==> config.mk <==
export PLATFORM = sky130hd
export DESIGN_NAME = gpu_cmd_buffer
export DESIGN_NICKNAME = d
export VERILOG_FILES = /design/src/rtl/gpu_cmd_buffer.sv
export SDC_FILE = /design/constraint.sdc
export NUM_CORES = 1
export LEC_CHECK = 0
export CORE_MARGIN = 3
export CORE_UTILIZATION = 27
export CTS_CLUSTER_SIZE = 20
export DETAILED_ROUTE_END_ITERATION = 10
export GPL_ROUTABILITY_DRIVEN = 0
export PLACE_DENSITY = 0.43
export SLEW_MARGIN = 20
export SYNTH_ARGS = -nofsm -noshare
export SYNTH_HDL_FRONTEND = slang
export SYNTH_SLANG_ARGS = --single-unit
==> constraint.sdc <==
create_clock -name cmd_clk_in -period 3.3 [get_ports cmd_clk_in]
set_clock_uncertainty 0.2 [all_clocks]
set_input_delay 0.825 -clock cmd_clk_in [delete_from_list [all_inputs] [get_ports cmd_clk_in]]
set_output_delay 0.825 -clock cmd_clk_in [all_outputs]
set_load 0.01 [all_outputs]
==> src/rtl/gpu_cmd_buffer.sv <==
// Command buffer between the external command pins and the layer header, palette and RAM write ports.
// Writes are queued and held back during a frame render. A single held read may bypass the queue while a render is active.
module gpu_cmd_buffer #(
  parameter int DEPTH  = 16,
  parameter int AW     = 4,
  parameter int CMD_W  = 16,
  parameter int DATA_W = 16
) (
  input  logic              cmd_clk_in,
  input  logic              cmd_rst_n_in,
  input  logic              cmd_valid,
  output logic              cmd_ready,
  input  logic              cmd_write,
  input  logic [CMD_W-1:0]  cmd_word,
  input  logic [DATA_W-1:0] cmd_data,
  input  logic              render_active,
  output logic              iss_valid,
  output logic              iss_write,
  output logic [CMD_W-1:0]  iss_cmd,
  output logic [DATA_W-1:0] iss_data,
  input  logic              iss_ready,
  input  logic              rsp_valid_in,
  input  logic [DATA_W-1:0] rsp_data_in,
  output logic              rd_valid,
  output logic [DATA_W-1:0] rd_data,
  output logic              wr_pending,
  output logic [AW:0]       fifo_count,
  output logic              overflow
);

  typedef enum logic [1:0] {IDLE, ISSUE_RD, WAIT_RSP, ISSUE_WR} state_t;

  state_t state, state_nxt;

  logic [CMD_W-1:0]  fifo_cmd  [DEPTH];
  logic [DATA_W-1:0] fifo_data [DEPTH];
  logic [AW-1:0]     wr_ptr, rd_ptr;
  logic [AW:0]       count;

  logic              rd_held;
  logic [CMD_W-1:0]  rd_held_cmd;
  logic              read_busy;

  logic push, rd_accept, load_rd, load_wr, iss_done, rsp_take;
  logic fifo_empty, fifo_full;

  assign fifo_full  = (count == (AW+1)'(DEPTH));
  assign fifo_empty = (count == '0);
  assign cmd_ready  = !fifo_full && !read_busy;
  assign push       = cmd_valid && cmd_ready && cmd_write;
  assign rd_accept  = cmd_valid && cmd_ready && !cmd_write;
  assign fifo_count = count;
  assign wr_pending = !fifo_empty || (iss_valid && iss_write);

  // Reads win in IDLE: during a render they bypass the queue, otherwise they wait for it to drain.
  always_comb begin
    state_nxt = state;
    load_rd   = 1'b0;
    load_wr   = 1'b0;
    iss_done  = 1'b0;
    rsp_take  = 1'b0;
    case (state)
      IDLE: begin
        if (rd_held && (render_active || (fifo_empty && !(iss_valid && iss_write)))) begin
          load_rd   = 1'b1;
          state_nxt = ISSUE_RD;
        end else if (!fifo_empty && !render_active) begin
          load_wr   = 1'b1;
          state_nxt = ISSUE_WR;
        end
      end
      ISSUE_RD: begin
        if (iss_ready) begin
          iss_done  = 1'b1;
          state_nxt = WAIT_RSP;
        end
      end
      WAIT_RSP: begin
        if (rsp_valid_in) begin
          rsp_take  = 1'b1;
          state_nxt = IDLE;
        end
      end
      ISSUE_WR: begin
        if (iss_ready) begin
          iss_done  = 1'b1;
          state_nxt = IDLE;
        end
      end
      default: state_nxt = IDLE;
    endcase
  end

  always_ff @(posedge cmd_clk_in or negedge cmd_rst_n_in) begin
    if (!cmd_rst_n_in) state <= IDLE;
    else               state <= state_nxt;
  end

  always_ff @(posedge cmd_clk_in) begin
    if (push) begin
      fifo_cmd[wr_ptr]  <= cmd_word;
      fifo_data[wr_ptr] <= cmd_data;
    end
  end

  always_ff @(posedge cmd_clk_in or negedge cmd_rst_n_in) begin
    if (!cmd_rst_n_in) begin
      wr_ptr      <= '0;
      rd_ptr      <= '0;
      count       <= '0;
      rd_held     <= 1'b0;
      rd_held_cmd <= '0;
      read_busy   <= 1'b0;
      iss_valid   <= 1'b0;
      iss_write   <= 1'b0;
      iss_cmd     <= '0;
      iss_data    <= '0;
      rd_valid    <= 1'b0;
      rd_data     <= '0;
      overflow    <= 1'b0;
    end else begin
      rd_valid <= rsp_take;
      if (push)    wr_ptr <= wr_ptr + 1'b1;
      if (load_wr) rd_ptr <= rd_ptr + 1'b1;
      if (push && !load_wr)      count <= count + 1'b1;
      else if (!push && load_wr) count <= count - 1'b1;
      if (cmd_valid && !cmd_ready) overflow <= 1'b1;

      if (rd_accept) begin
        rd_held     <= 1'b1;
        rd_held_cmd <= cmd_word;
        read_busy   <= 1'b1;
      end else if (load_rd) begin
        rd_held <= 1'b0;
      end
      if (rsp_take) begin
        rd_data   <= rsp_data_in;
        read_busy <= 1'b0;
      end

      if (load_rd) begin
        iss_valid <= 1'b1;
        iss_write <= 1'b0;
        iss_cmd   <= rd_held_cmd;
        iss_data  <= '0;
      end else if (load_wr) begin
        iss_valid <= 1'b1;
        iss_write <= 1'b1;
        iss_cmd   <= fifo_cmd[rd_ptr];
        iss_data  <= fifo_data[rd_ptr];
      end else if (iss_done) begin
        iss_valid <= 1'b0;
      end
    end
  end

endmodule

==> flow_metrics.tcl <==
set metrics [dict create \
    status "finished clean" \
    yosysTopAreaCell "edfxtp_1" \
    wirelength_mm 56.24 \
    dr.pass1.iters 4 \
    cp_max_fo 6 \
    yosysMostFrequentCell "edfxtp_1" \
    yosys.area.top_type_share_pct 66.81 \
    cts-buffers-inserted 69 \
    final_util_pct 33.88 \
    clk_latency_ns 0.60 \
    slew_headroom_pct 50.97 \
    avgRoutedWirePerCell_um 22.68 \
    grt_pass1_wl_mm 84.30 \
    rsz0062_at_grt "false" \
    ant_nets 0 \
    worstPathRequired_ns 2.27 \
    arrival_ns 2.16 \
    ys_warn_count 0 \
    seqCellArea_um2 17510 \
    worst_slew_pin_slew_ns 0.7354 \
    fillers 8052 \
    syn_inst 1094 \
    seq_area_frac_synth_pct 76.05 \
    antenna_found_initial 1 \
    finalPower_mw 23.48 \
    dpl_worst_slack_ns 0.03864 \
    ys_types 45 \
    die_x_um 298.0 \
    synth_edf_count 512 \
    cts_tree "built" \
    area_delta_synth_final_pct 23.81 \
    grt_pass1_vias 12110 \
    cts_buffer_depth 3 \
    synth_area_leaders "edfxtp_1 (67%), mux4_2 (13%), dfrtp_1 (9.2%)" \
    track_usage_pct 12.86 \
    htreeDepth 3 \
    grt_max_degree 50 \
    avgSynthCellArea_um2 21.04 \
    drive_above_1_share_pct 28.55 \
    timing.hold.ws_ns 0.09113 \
    vdd_drop_max_mv 0.3933 \
    critPathCaptureType "output pin" \
    initialDrtViolationCount 568 \
    p_per_area_nw_per_um2 824.2 \
    hold_viol 0 \
    portBuffers 113 \
    fp-row-count 106 \
    maxSlewViolCount 0 \
    viasPerCell 4.455 \
    syn-cell-area_um2 23010 \
    cellLeakagePower_nw 9.388 \
    critPathSlowestCell "or4_4" \
    die_h_um 298.0 \
    min_path_type "input pin to asynchronous set/reset pin" \
    setup_tns_ns 0 \
    post-route-period-util_pct 96.47 \
    fin_ws_ns 0.1166 \
    crit_type "flip-flop to output pin" \
    fp.coreArea_um2 84090 \
    ys_top_cells_by_count "edfxtp_1 (512), mux4_2 (128), dfrtp_1 (85), nand2_1 (78), mux2_2 (48)" \
    timing.final.crit_period_ns 3.183 \
    async_reset_ff_share_pct 14.24 \
    clkTransAtPathRegs_ns 0.06 \
    die-area_um2 88770 \
    timing.max_cap.violations 0 \
    final_nets 1354 \
    cts.sinks 597 \
    clockRootBuffer "clkbuf_16" \
    ios 114 \
    fmaxAchievable_mhz 314.1 \
    syn-num-nets 1160 \
    initial_core_util_pct 27.37 \
    overflow 0 \
    multi_input_area_um2 5190 \
    vias 11050 \
    drc_errors 0 \
    synthFlopType "edfxtp_1" \
    setup_viol 0 \
    cp_slowest_stage_delay_ns 0.59 \
    cts_setup_buffers 0 \
    dp_hpwl_mm 33.20 \
    path_cells "or4_4 -> a211oi_4 -> inv_1 -> dlygate4sd2_1" \
    startpoint_type "flip-flop" \
    ys_seq_elements 597 \
]
==> cell type report <==
cell class | count | share of cell area [%]
Clock inverter | 34 | 1.357
Clock buffer | 94 | 6.934
Tap cell | 1134 | 4.980
Sequential cell | 597 | 61.47
Timing Repair Buffer | 175 | 6.820
Multi-Input combinational cell | 429 | 18.22
Antenna cell | 1 | 0.008783
Inverter | 16 | 0.2152
==> routing by layer <==
layer	global-route usage (%)	share of wire, %	wire length (um)
met4	3.957	2.5	1417
met1	17.78	45	25300
met2	20.64	47	26710
met3	2.346	5.0	2813
met5	0	0	0
==> flip-flops by register name, summed over array words and instances (netlist names) <==
signal and count:
fifo_cmd 256, fifo_count 5, fifo_data 256, iss_cmd 16, iss_data 16, iss_valid 1, iss_write 1, overflow 1
rd_data 16, rd_held 1, rd_held_cmd 16, rd_ptr 4, rd_valid 1, read_busy 1, state 2, wr_ptr 4
==> final timing paths <==
check / startpoint / to / cells after the start / slack, ns
min in group cmd_clk_in: rd_data[3] / rd_data[3] / 2 / 0.28
hold / removal: cmd_rst_n_in / read_busy / 1 / 0.09
hold reg to reg: rd_data[3] / rd_data[3] / 2 / 0.28
max in group asynchronous: cmd_rst_n_in / iss_data[14] / 2 / 2.10
setup / recovery: fifo_count[1] / wr_pending / 4 / 0.12
setup reg to reg: fifo_count[1] / fifo_count[4] / 11 / 0.41
==> timing repair <==
item,in CTS,in global routing
resized for setup,3,0
setup endpoints to repair,1,0
hold endpoints to repair,0,0
hold buffers,0,0
==> stage by stage <==
stage / std cells / instance area [um2]
2_1_floorplan: 1094 / 23010
3_3_place_gp: 2351 / 26120
3_5_place_dp: 2351 / 26120
4_1_cts: 2479 / 28490
5_1_grt: 2479 / 28490
6_report: 2480 / 28490
==> placed cells by master (no fill, tap or decap), drive strengths merged, types with 16 or more instances in the layout <==
master,count
a22oi,32
buf,63
clkbuf,94
clkdlybuf4s50,111
clkinv,18
dfrtp,85
edfxtp,512
inv,19
mux2,48
mux2i,33
mux4,128
nand2,78
o211ai,16
o21ai,21
==> worst max-delay path: cells and delay by family, from the launching register on <==
kind / cells / cell delay (ns)
buf+inv: 2 / 0.36
flops: 1 / 0.43
compound gates: 1 / 0.19
simple gates: 1 / 0.59
==> kinds of logic (layout without fill, tap and decap cells) <==
| kind of cell | Yosys count | in the layout | share of synthesized area, % |
|---|---|---|---|
| multiplexers | 209 | 209 | 16.31 |
| XOR/XNOR | 11 | 11 | 0.4187 |
| flip-flops | 597 | 597 | 76.05 |
| AO/OA/AOI/OAI | 81 | 81 | 2.648 |
| AND/OR/NAND/NOR | 117 | 117 | 2.262 |
| adder cells (fa/ha/maj) | 11 | 11 | 0.6307 |
| buffers and inverters | 68 | 319 | 1.680 |
| other | 0 | 1 | 0 |
==> power breakdown <==
part / switching, mW / internal [mW]
Combinational: 2.98 / 3.16
Sequential: 0.611 / 8.90
Clock: 3.06 / 4.78
Total: 6.65 / 16.8
Power figures use the tool's default switching activity.
